### src/rtl/fpnew_fsm_share_arbiter.sv
// fpnew_fsm_share_arbiter
// Shares one iterative start/kill/ready lane (e.g. a DIVSQRT unit) between
// NumReq requesters. A round-robin arbiter grants one operation at a time; the
// result handshake is routed back to the requester that owns the operation.
// Requesters can flush their own operation, and a watchdog kills a lane that
// never reports ready, returning a response flagged as timed out.
//
// Ports
//   clk_i, rst_i    clock, synchronous active-high reset
//   req_valid_i     request valid per requester
//   req_ready_o     request accepted (one-hot or zero)
//   req_tag_i       per-requester tags, requester r in slice r
//   flush_i         per-requester flush
//   rsp_valid_o     response valid (one-hot or zero)
//   rsp_ready_i     response ready per requester
//   rsp_tag_o       tag of the operation in flight / last operation
//   rsp_timeout_o   response came from a watchdog kill, data invalid
//   unit_start_o    single-cycle start pulse to the lane
//   unit_kill_o     single-cycle abort pulse to the lane
//   unit_sel_o      owner index, steers the lane operand mux
//   unit_ready_i    lane result available (level)
//   busy_o          arbiter not idle
module fpnew_fsm_share_arbiter #(
    parameter int NumReq   = 2,
    parameter int TagWidth = 8,
    parameter int Timeout  = 64,
    localparam int IdxW    = (NumReq > 1) ? $clog2(NumReq) : 1
) (
    input  logic                       clk_i,
    input  logic                       rst_i,
    input  logic [NumReq-1:0]          req_valid_i,
    output logic [NumReq-1:0]          req_ready_o,
    input  logic [NumReq*TagWidth-1:0] req_tag_i,
    input  logic [NumReq-1:0]          flush_i,
    output logic [NumReq-1:0]          rsp_valid_o,
    input  logic [NumReq-1:0]          rsp_ready_i,
    output logic [TagWidth-1:0]        rsp_tag_o,
    output logic                       rsp_timeout_o,
    output logic                       unit_start_o,
    output logic                       unit_kill_o,
    output logic [IdxW-1:0]            unit_sel_o,
    input  logic                       unit_ready_i,
    output logic                       busy_o
);

    localparam int CntW = (Timeout > 0) ? $clog2(Timeout + 1) : 1;
    localparam logic [CntW-1:0] CntLast = (Timeout > 0) ? CntW'(Timeout - 1) : '0;

    typedef enum logic [1:0] {IDLE, BUSY, HOLD} state_t;

    state_t              state;
    logic [IdxW-1:0]     rr_ptr;
    logic [IdxW-1:0]     owner;
    logic [TagWidth-1:0] tag_q;
    logic [CntW-1:0]     cnt;
    logic                to_q;

    logic [TagWidth-1:0] tags [NumReq];
    logic [NumReq-1:0]   eligible;
    logic                found;
    logic [IdxW-1:0]     winner;
    logic                wd_expire;

    for (genvar r = 0; r < NumReq; r++) begin : g_tags
        assign tags[r] = req_tag_i[r*TagWidth +: TagWidth];
    end

    assign eligible  = req_valid_i & ~flush_i;
    assign wd_expire = (Timeout != 0) && (cnt == CntLast);

    // Round-robin search starting at rr_ptr, wrapping past NumReq-1.
    always_comb begin
        int              idx;
        logic [IdxW-1:0] idx_w;
        found  = 1'b0;
        winner = '0;
        idx    = 0;
        idx_w  = '0;
        for (int i = 0; i < NumReq; i++) begin
            idx = int'(rr_ptr) + i;
            if (idx >= NumReq) idx = idx - NumReq;
            idx_w = IdxW'(idx);
            if (!found && eligible[idx_w]) begin
                found  = 1'b1;
                winner = idx_w;
            end
        end
    end

    // Handshake outputs are combinational so accept->start and ready->rsp
    // take zero cycles; they are forced low while reset is asserted.
    always_comb begin
        req_ready_o  = '0;
        rsp_valid_o  = '0;
        unit_start_o = 1'b0;
        unit_kill_o  = 1'b0;
        unit_sel_o   = '0;
        if (!rst_i) begin
            case (state)
                IDLE: begin
                    if (found) begin
                        req_ready_o[winner] = 1'b1;
                        unit_start_o        = 1'b1;
                        unit_sel_o          = winner;
                    end
                end
                BUSY: begin
                    unit_sel_o = owner;
                    // Flush beats a same-cycle result; result beats the watchdog.
                    if (flush_i[owner]) begin
                        unit_kill_o = 1'b1;
                    end else if (unit_ready_i) begin
                        rsp_valid_o[owner] = 1'b1;
                    end else if (wd_expire) begin
                        unit_kill_o = 1'b1;
                    end
                end
                HOLD: begin
                    unit_sel_o = owner;
                    if (!flush_i[owner]) rsp_valid_o[owner] = 1'b1;
                end
                default: ;
            endcase
        end
    end

    assign rsp_tag_o     = tag_q;
    assign rsp_timeout_o = to_q;
    assign busy_o        = (state != IDLE);

    always_ff @(posedge clk_i) begin
        if (rst_i) begin
            state  <= IDLE;
            rr_ptr <= '0;
            owner  <= '0;
            tag_q  <= '0;
            cnt    <= '0;
            to_q   <= 1'b0;
        end else begin
            case (state)
                IDLE: begin
                    if (found) begin
                        owner  <= winner;
                        tag_q  <= tags[winner];
                        cnt    <= '0;
                        to_q   <= 1'b0;
                        rr_ptr <= (winner == IdxW'(NumReq - 1)) ? '0 : winner + 1'b1;
                        state  <= BUSY;
                    end
                end
                BUSY: begin
                    if (cnt != '1) cnt <= cnt + 1'b1;
                    if (flush_i[owner]) begin
                        state <= IDLE;
                    end else if (unit_ready_i) begin
                        state <= rsp_ready_i[owner] ? IDLE : HOLD;
                    end else if (wd_expire) begin
                        to_q  <= 1'b1;
                        state <= HOLD;
                    end
                end
                HOLD: begin
                    if (flush_i[owner] || rsp_ready_i[owner]) state <= IDLE;
                end
                default: state <= IDLE;
            endcase
        end
    end

endmodule

### config.mk
export PLATFORM = sky130hd
export DESIGN_NAME = fpnew_fsm_share_arbiter
export DESIGN_NICKNAME = d
export VERILOG_FILES = /design/src/rtl/fpnew_fsm_share_arbiter.sv
export SDC_FILE = /design/constraint.sdc
export NUM_CORES = 1
export LEC_CHECK = 0
export BUFFER_PORTS_ARGS = -buffer_cell sky130_fd_sc_hd__buf_2
export CELL_PAD_IN_SITES_DETAIL_PLACEMENT = 1
export CELL_PAD_IN_SITES_GLOBAL_PLACEMENT = 2
export CORE_MARGIN = 4
export CORE_UTILIZATION = 30
export CTS_CLUSTER_DIAMETER = 30
export DETAILED_ROUTE_END_ITERATION = 16
export GPL_ROUTABILITY_DRIVEN = 0
export PLACE_DENSITY = 0.94
export SETUP_SLACK_MARGIN = 0.4
export SLEW_MARGIN = 20
export SYNTH_ARGS = -nofsm -noshare
export SYNTH_HDL_FRONTEND = slang
export SYNTH_SLANG_ARGS = --single-unit
export TNS_END_PERCENT = 5
### constraint.sdc
create_clock -name clk_i -period 4.8 [get_ports clk_i]
set_input_delay 0.48 -clock clk_i [delete_from_list [all_inputs] [get_ports clk_i]]
set_output_delay 0.48 -clock clk_i [all_outputs]
set_load 0.005 [all_outputs]
==> results of run 1 <==
cells in the final DEF (no fill, tap or decap), types with 2 or more instances in the layout:
cell type | synthesis | layout
a21o_1 | 5 | 5
inv_1 | 8 | 8
clkbuf_8 | 0 | 3
a32o_1 | 3 | 3
ha_1 | 6 | 6
a221o_1 | 3 | 3
or3_1 | 3 | 3
and3_1 | 4 | 4
nor3b_1 | 3 | 3
nand2_1 | 8 | 8
nand3_1 | 5 | 5
nor2_1 | 8 | 8
a21oi_1 | 4 | 4
dfxtp_1 | 20 | 20
buf_2 | 1 | 41
o21ai_0 | 6 | 6
nor3_1 | 6 | 6
a222oi_1 | 4 | 4
mux2i_1 | 3 | 3
and2_0 | 2 | 2
per-stage QoR:
stage | power, W | util, % | hold slack [ns] | cells
floorplan | 0.000343 | - | 0.461 | 128
global placement | 0.000401 | 37.8 | 0.447 | 211
detailed placement | 0.000410 | 37.8 | 0.463 | 211
CTS | 0.000584 | 39.8 | 0.412 | 215
global route | 0.000621 | 39.8 | 0.421 | 215
finish | 0.000577 | 39.8 | 0.416 | 215
sequential cells by signal (all words and copies together) (netlist names):
| register | flops |
|---|---|
| cnt | 7 |
| rsp_tag_o | 8 |
| state | 2 |
| rsp_timeout_o | 1 |
| owner | 1 |
| rr_ptr | 1 |
power breakdown:
part / total [W] / internal (W) / switching, W
Sequential: 0.000202 / 0.000185 / 0.0000165
Combinational: 0.000207 / 0.0000847 / 0.000122
Clock: 0.000169 / 0.000111 / 0.0000572
Total: 0.000577 / 0.000381 / 0.000196
routing by layer:
layer  part of all wire (%)  vias to the layer above  wire length, um
met2                     50                       39             1720
li1                       -                      562                -
met4                   0.41                        0               14
met1                     44                      556             1500
met3                    6.0                        2              207
met5                      0                        -                0
kinds of logic (layout without fill, tap and decap cells):
group / Yosys count / after routing
AND/OR/NAND/NOR: 47 / 47
buffers and inverters: 15 / 54
AO/OA/AOI/OAI: 37 / 37
adder cells (fa/ha/maj): 6 / 6
multiplexers: 3 / 3
flip-flops: 20 / 20
worst max-delay path by stage:
stage	end	slack [ns]	depth (start not counted)	startpoint
2_1_floorplan	req_ready_o[0]	2.95	4	req_valid_i[1]
6_report	req_ready_o[0]	2.39	6	state[0]
3_3_place_gp	req_ready_o[0]	2.62	5	req_valid_i[1]
4_1_cts	req_ready_o[0]	2.36	6	state[0]
5_1_grt	req_ready_o[0]	2.19	6	state[0]
3_5_place_dp	req_ready_o[0]	2.55	5	req_valid_i[1]
final cells by class:
type / count / area (sq um)
repair buffers: 42 / 213
flip-flops and latches: 20 / 400
clock buffers: 3 / 41.3
clock inverters: 1 / 30.0
well taps: 48 / 60.1
inverters: 8 / 30.0
multi-input cells: 93 / 682
fillers: 448 / 2200
==> results.py, run 1 <==
metrics = {
    "yosys": {
        "synth_top_family_by_area": "compound AO/OA/AOI/OAI gates",
        "synthTopCellsByCount": "dfxtp_1 (20), inv_1 (8), nand2_1 (8), nor2_1 (8)",
        "synth_top_area_share_pct": 35.0,
        "synthArstFlopShare_pct": 0,
        "yosysTopAreaCell": "dfxtp_1",
        "synth_area_leaders": "dfxtp_1 (35%), ha_1 (6.6%), a222oi_1 (3.5%), a21o_1 (3.3%), a221o_1 (2.6%)",
        "synth_nets": 159,
        "synth_edf_count": 0,
        "yosys.cell_count.top_type": "dfxtp_1",
        "syn-cell-area_sq_um": 1140,
        "synth_top_flop_cell": "dfxtp_1",
        "synth_xor_area_share_pct": 0,
        "yosysUniqueCellTypes": 41,
        "synth_cells": 128,
        "yosys.area_share.simple_pct": 22.8,
        "seq_area_frac_synth_pct": 35.0,
        "synth_seq_cells": 20,
        "synth_compound_area_share_pct": 27.7,
        "syn_area_per_cell_sq_um": 8.93,
        "synthMuxAreaShare_pct": 2.63,
        "yosys.area_share.adder_pct": 6.56,
        "yosysWarnings": 0,
    },
    "power": {
        "p_per_area_nw_per_um2": 396,
        "p_leak_nw": 0.688,
        "ir_worst_vdd_mv": 0.233,
    },
    "global_route": {
        "grt_antenna_before_repair": 0,
        "top_usage_layer": "met2",
        "grt-ovfl-total": 0,
        "grt_pass1_wl_um": 5880,
        "gr-usage-met3_pct": 4.35,
        "use_met1_pct": 17.6,
        "grt_pass1_vias": 1256,
        "grt_start_max_net_pins": 18,
        "grt_use_total_pct": 14.6,
        "grt_use_met2_pct": 26.3,
    },
    "setup_path": {
        "cpMostUsedCell": "inv_1",
        "max_stage_delay_ns": 0.35,
        "cp.arrival_ns": 1.93,
        "critPathMaxFanout": 6,
        "worstPathCellList": "inv_1, ha_1, inv_1, a2111oi_4, and2_0, buf_2",
        "crit_path_top_delay_cell": "a2111oi_4",
        "r2r_start": "state[1]",
        "path_class": "register to output pin",
        "critPathTopFamily": "buffers and inverters",
        "crit_buf_inv": 3,
        "endpoint_kind": "output pin",
        "cp.required_ns": 4.32,
        "r2r_cells": 6,
        "worst_r2r_endpoint": "cnt[3]",
        "r2r_slack_ns": 2.65,
        "worstSetupStartpointType": "register",
    },
    "placed_design": {
        "dpl-instance-area_sq_um": 1390,
        "port_buffers": 41,
        "dpl_worst_slack_ns": 2.55,
        "dp_hpwl_um": 2690,
    },
    "die": {
        "die_x_um": 69.7,
        "core_sq_um": 3660,
        "dieArea_sq_um": 4860,
        "rows": 22,
        "die_h_um": 69.7,
        "start_util_pct": 31.2,
        "ios": 42,
    },
    "clock_tree": {
        "clk_latency_ns": 0.26,
        "hold_buffers": 0,
        "cts_resized": 0,
        "clkTransAtPathRegs_ns": 0.08,
        "clk_path_buf_depth": 2,
        "h-tree-depth": 1,
        "cts-buffers-inserted": 3,
        "cts_setup_buffers": 0,
        "cts-root-buf": "clkbuf_8",
        "clock_sinks": 20,
        "cts_tree": "built",
    },
    "sta": {
        "finalSetupViolCount": 0,
        "report.final.slew_viol_count": 0,
        "fin_crit_ns": 2.41,
        "rsz0062_at_grt": "no",
        "clock_skew_ns": 0.00628,
        "fmax_mhz": 415,
        "worst_slew_pin_slew_ns": 0.606,
        "relSlewSlack_pct": 59.3,
        "tns_ns": 0,
        "period_share_pct": 50.2,
        "fin_ws_ns": 2.39,
        "hold_viol_final": 0,
    },
    "drt": {
        "drt-wirelength-per-cell_um": 16.0,
        "drtIter0Drc": 61,
        "num_vias": 1159,
        "via_per_inst": 5.39,
        "drtPass1Iterations": 5,
        "drc_errors": 0,
        "ant_nets": 0,
        "totalWireLength_um": 3440,
    },
    "worst_hold_path": {
        "hold_class": "input port to register",
        "hold_end": "rsp_tag_o[0]",
        "hold_depth": 2,
        "hp-start": "req_tag_i[8]",
    },
    "final_layout": {
        "diodes": 0,
        "nNetsFinal": 199,
        "final_cell_area_sq_um": 1460,
        "area_growth_pct": 27.4,
        "drive_gt1_share_pct": 31.1,
    },
    "status": {
        "status": "finished clean",
    },
    "run": {
        "max_cap_viol_count": 0,
    },
}
No activity file was read; power rests on OpenSTA's default activity.
==> inputs of run 2 (changes only) <==
--- a/config.mk
+++ b/config.mk
@@ -9,11 +9,11 @@
 export CELL_PAD_IN_SITES_DETAIL_PLACEMENT = 1
 export CELL_PAD_IN_SITES_GLOBAL_PLACEMENT = 2
 export CORE_MARGIN = 4
-export CORE_UTILIZATION = 30
+export CORE_UTILIZATION = 27
 export CTS_CLUSTER_DIAMETER = 30
 export DETAILED_ROUTE_END_ITERATION = 16
 export GPL_ROUTABILITY_DRIVEN = 0
-export PLACE_DENSITY = 0.94
+export PLACE_DENSITY = 0.87
 export SETUP_SLACK_MARGIN = 0.4
 export SLEW_MARGIN = 20
 export SYNTH_ARGS = -nofsm -noshare
==> constraint.sdc (replaced) <==
create_clock -name clk_i -period 2.35 [get_ports clk_i]
set_input_delay 0.235 -clock clk_i [delete_from_list [all_inputs] [get_ports clk_i]]
set_output_delay 0.235 -clock clk_i [all_outputs]
set_load 0.005 [all_outputs]
==> results.py, run 2 (synthesis gave the netlist of run 1 again) <==
metrics = {
    "sta": {
        "finalSetupViolCount": 0,
        "rsz0062_at_grt": "yes",
        "report.final.slew_viol_count": 0,
        "hold_viol_final": 0,
        "fin_crit_ns": 1.98,
        "worst_slew_pin_slew_ns": 0.721,
        "clock_skew_ns": 0.00146,
        "tns_ns": 0,
        "fin_ws_ns": 0.368,
        "relSlewSlack_pct": 51.6,
        "fmax_mhz": 505,
        "period_share_pct": 84.3,
    },
    "power": {
        "intPower_w": 0.000705,
        "ir_worst_vdd_mv": 0.238,
        "pwr-share-seq_pct": 37.3,
        "p_leak_nw": 0.691,
        "swShare_pct": 37.2,
        "combPwrFrac_pct": 41.8,
        "switchingPower_w": 0.000419,
        "p_clk_share_pct": 20.9,
        "p_per_area_nw_per_um2": 746,
    },
    "drt": {
        "drtPass1Iterations": 4,
        "drtIter0Drc": 54,
        "drc_errors": 0,
        "num_vias": 1154,
        "via_per_inst": 5.32,
        "ant_nets": 0,
        "drt-wirelength-per-cell_um": 15.7,
        "totalWireLength_um": 3410,
    },
    "final_layout": {
        "fill_cells": 492,
        "nNetsFinal": 200,
        "layout_commonest_cell": "buf_2",
        "utilization_pct": 37.1,
        "diodes": 0,
        "largest_register_ffs": 8,
        "layout_common_cells": "buf_2 (41), dfxtp_1 (19), inv_1 (8), nand2_1 (8), nor2_1 (8)",
        "multiInputGateArea_sq_um": 751,
        "drive_gt1_share_pct": 36.5,
        "final_cells": 217,
        "seqCellArea_sq_um": 402,
        "area_growth_pct": 31.7,
    },
    "global_route": {
        "grt_pass1_wl_um": 5990,
        "grt_start_max_net_pins": 18,
        "grt-ovfl-total": 0,
        "grt_use_total_pct": 14.1,
        "grt_antenna_before_repair": 0,
        "grt_pass1_vias": 1270,
    },
    "placed_design": {
        "dp_hpwl_um": 2550,
        "port_buffers": 41,
        "dpl_worst_slack_ns": 0.280,
        "post-place-cells": 213,
    },
    "setup_path": {
        "worstSetupStartpointType": "register",
        "critPathMaxFanout": 5,
        "endpoint_kind": "output pin",
        "cp.arrival_ns": 1.75,
        "cp.required_ns": 2.12,
        "path_class": "register to output pin",
    },
    "clock_tree": {
        "hold_buffers": 0,
        "clk_path_buf_depth": 2,
        "clock_sinks": 20,
        "h-tree-depth": 1,
        "cts-root-buf": "clkbuf_8",
        "cts-buffers-inserted": 3,
        "clkTransAtPathRegs_ns": 0.07,
        "cts_tree": "built",
        "clk_latency_ns": 0.27,
    },
    "die": {
        "start_util_pct": 28.2,
        "die_x_um": 73.1,
        "die_h_um": 73.1,
        "dieArea_sq_um": 5340,
        "core_sq_um": 4060,
        "rows": 23,
        "ios": 42,
    },
    "run": {
        "max_cap_viol_count": 0,
    },
    "worst_hold_path": {
        "hold_class": "input port to register",
    },
    "status": {
        "status": "finished clean",
    },
}
-- run 2: changes by cell type in the layout (fill, tap and decap cells not counted), sizes merged --
| cell | delta |
|---|---|
| buf | +1 |
| bufinv | -1 |
-- run 2: repair_timing --
item,in CTS,in global routing
resized for setup,9,6
setup endpoints to repair,10,12
pin swaps,1,0
setup buffers,1,0
-- run 2: worst max-delay path, stage by stage, from the launching register on --
cell and delay [ns]:
dfxtp_1 0.37, inv_1 0.17, ha_4 0.18, inv_1 0.10, a2111oi_4 0.31, and2_4 0.23
buf_2 0.12
-- run 2: worst paths after layout --
check                 from        endpoint  slack (ns)  cells after the start
max               state[0]  req_ready_o[0]        0.37                      6
min reg2reg  rsp_timeout_o   rsp_timeout_o        0.49                      2
max reg2reg       state[1]          cnt[4]        0.48                      6
min           req_tag_i[8]    rsp_tag_o[0]        0.16                      2
-- run 2: layer usage --
metal	global-route usage, %	up-vias	part of all wire, %
met5	0	-	0
met4	4.71	0	1.3
met3	3.72	5	6.8
met2	23.1	38	45
met1	17.7	550	46
li1	-	561	-
-- run 2: power by group through the flow --
stage | clock [W] | sequential, W | combinational (W)
after floorplan | 0 | 0.000414 | 0.000287
after global placement | 0 | 0.000415 | 0.000405
after detailed placement | 0 | 0.000419 | 0.000414
after CTS | 0.000245 | 0.000415 | 0.000433
after global routing | 0.000254 | 0.000427 | 0.000531
final | 0.000235 | 0.000419 | 0.000470
-- run 2: layout make-up --
class                           instances  area share [%]
Inverter                                8            1.99
Tap cell                               50            4.15
Sequential cell                        20            26.7
Timing Repair Buffer                   43            14.6
Multi-Input combinational cell         93            49.8
Clock buffer                            3            2.74
-- run 2: metrics by stage --
stage / hold slack [ns] / power (W) / area [sq um]
2_1_floorplan: 0.352 / 0.000701 / 1140
3_3_place_gp: 0.441 / 0.000820 / 1390
3_5_place_dp: 0.441 / 0.000833 / 1390
4_1_cts: 0.159 / 0.00109 / 1470
5_1_grt: 0.179 / 0.00121 / 1510
6_report: 0.162 / 0.00112 / 1510
==> inputs of run 3 (changes only) <==
==> constraint.sdc (replaced) <==
create_clock -name clk_i -period 2 [get_ports clk_i]
set_input_delay 0.2 -clock clk_i [delete_from_list [all_inputs] [get_ports clk_i]]
set_output_delay 0.2 -clock clk_i [all_outputs]
set_load 0.005 [all_outputs]
==> results.py, run 3 (synthesis gave the netlist of run 1 again) <==
metrics = {
    "status": {
        "status": "finished clean",
    },
    "die": {
        "ios": 42,
        "die_h_um": 73.1,
        "die_x_um": 73.1,
        "dieArea_sq_um": 5340,
        "core_sq_um": 4060,
        "rows": 23,
        "start_util_pct": 28.2,
    },
    "sta": {
        "fin_crit_ns": 1.81,
        "finalSetupViolCount": 0,
        "period_share_pct": 90.6,
        "clock_skew_ns": 0.00228,
        "tns_ns": 0,
        "hold_viol_final": 0,
        "report.final.slew_viol_count": 0,
        "rsz0062_at_grt": "yes",
        "fmax_mhz": 552,
        "relSlewSlack_pct": 66.3,
        "worst_slew_pin_slew_ns": 0.505,
    },
    "clock_tree": {
        "h-tree-depth": 1,
        "clk_path_buf_depth": 2,
        "clk_latency_ns": 0.26,
        "clock_sinks": 20,
        "clkTransAtPathRegs_ns": 0.07,
        "cts-root-buf": "clkbuf_8",
        "cts-buffers-inserted": 3,
        "cts_tree": "built",
        "hold_buffers": 0,
    },
    "setup_path": {
        "cp.required_ns": 1.80,
        "worstPathCellList": "ha_4, nand3_4, or3_4, o21ai_2, and3_1, buf_2",
        "critPathMaxFanout": 3,
        "endpoint_kind": "output pin",
        "cp.arrival_ns": 1.61,
        "crit_path_top_delay_cell": "or3_4",
        "max_stage_delay_ns": 0.39,
        "path_class": "register to output pin",
        "r2r_slack_ns": 0.26,
        "worstSetupStartpointType": "register",
        "r2r_cells": 6,
    },
    "power": {
        "p_per_area_nw_per_um2": 868,
        "p_leak_nw": 0.737,
        "ir_worst_vdd_mv": 0.396,
    },
    "final_layout": {
        "diodes": 0,
        "multiInputGateArea_sq_um": 761,
        "layout_common_cells": "buf_2 (41), dfxtp_1 (16), buf_4 (9)",
        "final_cells": 225,
        "nNetsFinal": 208,
        "fill_cells": 497,
        "largest_register_ffs": 8,
        "final_cell_area_sq_um": 1590,
        "area_growth_pct": 38.9,
        "drive_gt1_share_pct": 43.4,
        "layout_commonest_cell": "buf_2",
        "seqCellArea_sq_um": 408,
    },
    "drt": {
        "num_vias": 1215,
        "drt-wirelength-per-cell_um": 16.7,
        "ant_nets": 0,
        "drtPass1Iterations": 4,
        "via_per_inst": 5.40,
        "drtIter0Drc": 73,
        "drc_errors": 0,
        "totalWireLength_um": 3760,
    },
    "global_route": {
        "grt_use_total_pct": 14.9,
        "grt-ovfl-total": 0,
        "grt_pass1_vias": 1302,
        "grt_pass1_wl_um": 6250,
        "grt_start_max_net_pins": 18,
        "grt_antenna_before_repair": 0,
    },
    "worst_hold_path": {
        "hold_class": "input port to register",
        "hold_depth": 2,
    },
    "run": {
        "max_cap_viol_count": 0,
    },
    "placed_design": {
        "dpl-instance-area_sq_um": 1460,
        "dp_hpwl_um": 2810,
        "port_buffers": 41,
        "post-place-cells": 216,
    },
}
## run 3: cell count changes in the layout (fill, tap and decap cells not counted), moves of 2 or more
cell,change
dfxtp_2,+2
dfxtp_1,-3
buf_4,+7
o21ai_1,-2
inv_1,-2
## run 3: worst max-delay path: cells and delay by family (launching register included)
kind            cells  cell delay [ns]
flops               1             0.37
simple gates        3             0.62
fa+ha+maj           1             0.15
buf+inv             1             0.11
compound gates      1             0.11
## run 3: path summary, 6_finish.rpt
path,startpoint,end
hold / removal,req_tag_i[8],rsp_tag_o[0]
setup / recovery,cnt[0],unit_kill_o
hold reg to reg,rsp_timeout_o,rsp_timeout_o
setup reg to reg,cnt[0],state[0]
## run 3: layer usage
layer,GRT usage [%],up-vias,routed length (um),share of wire [%]
met4,4.51,0,31,0.82
met2,26.3,49,1900,51
met1,17.3,585,1510,40
met5,0,-,0,0
met3,4.13,2,310,8.2
li1,-,579,-,-
## run 3: cell type report
type	instances	share of cell area [%]
well taps	50	3.94
clock buffers	3	2.60
repair buffers	51	17.9
flip-flops and latches	20	25.7
inverters	8	2.05
multi-input cells	93	47.9
## run 3: report_power, final
part	total (W)	leakage (nW)	internal, W	switching (W)
Sequential	0.000500	0.165	0.000450	0.0000496
Combinational	0.000612	0.550	0.000278	0.000334
Clock	0.000267	0.0216	0.000134	0.000133
Total	0.00138	0.737	0.000862	0.000517
## run 3: timing repair
action,4_1_cts,5_1_grt
pin swaps,3,2
endpoints found under the setup margin,22,25
buffers inserted,5,1
resized for setup,16,2
## run 3: stage by stage
stage               util [%]  worst slack, ns  hold slack (ns)  power [W]
floorplan                  -            0.392            0.317   0.000850
global placement        35.9            0.247            0.403    0.00101
detailed placement      35.9           0.0970            0.406    0.00104
CTS                     38.8            0.179            0.132    0.00137
global route            39.2           0.0931            0.139    0.00148
finish                  39.2            0.188            0.137    0.00138
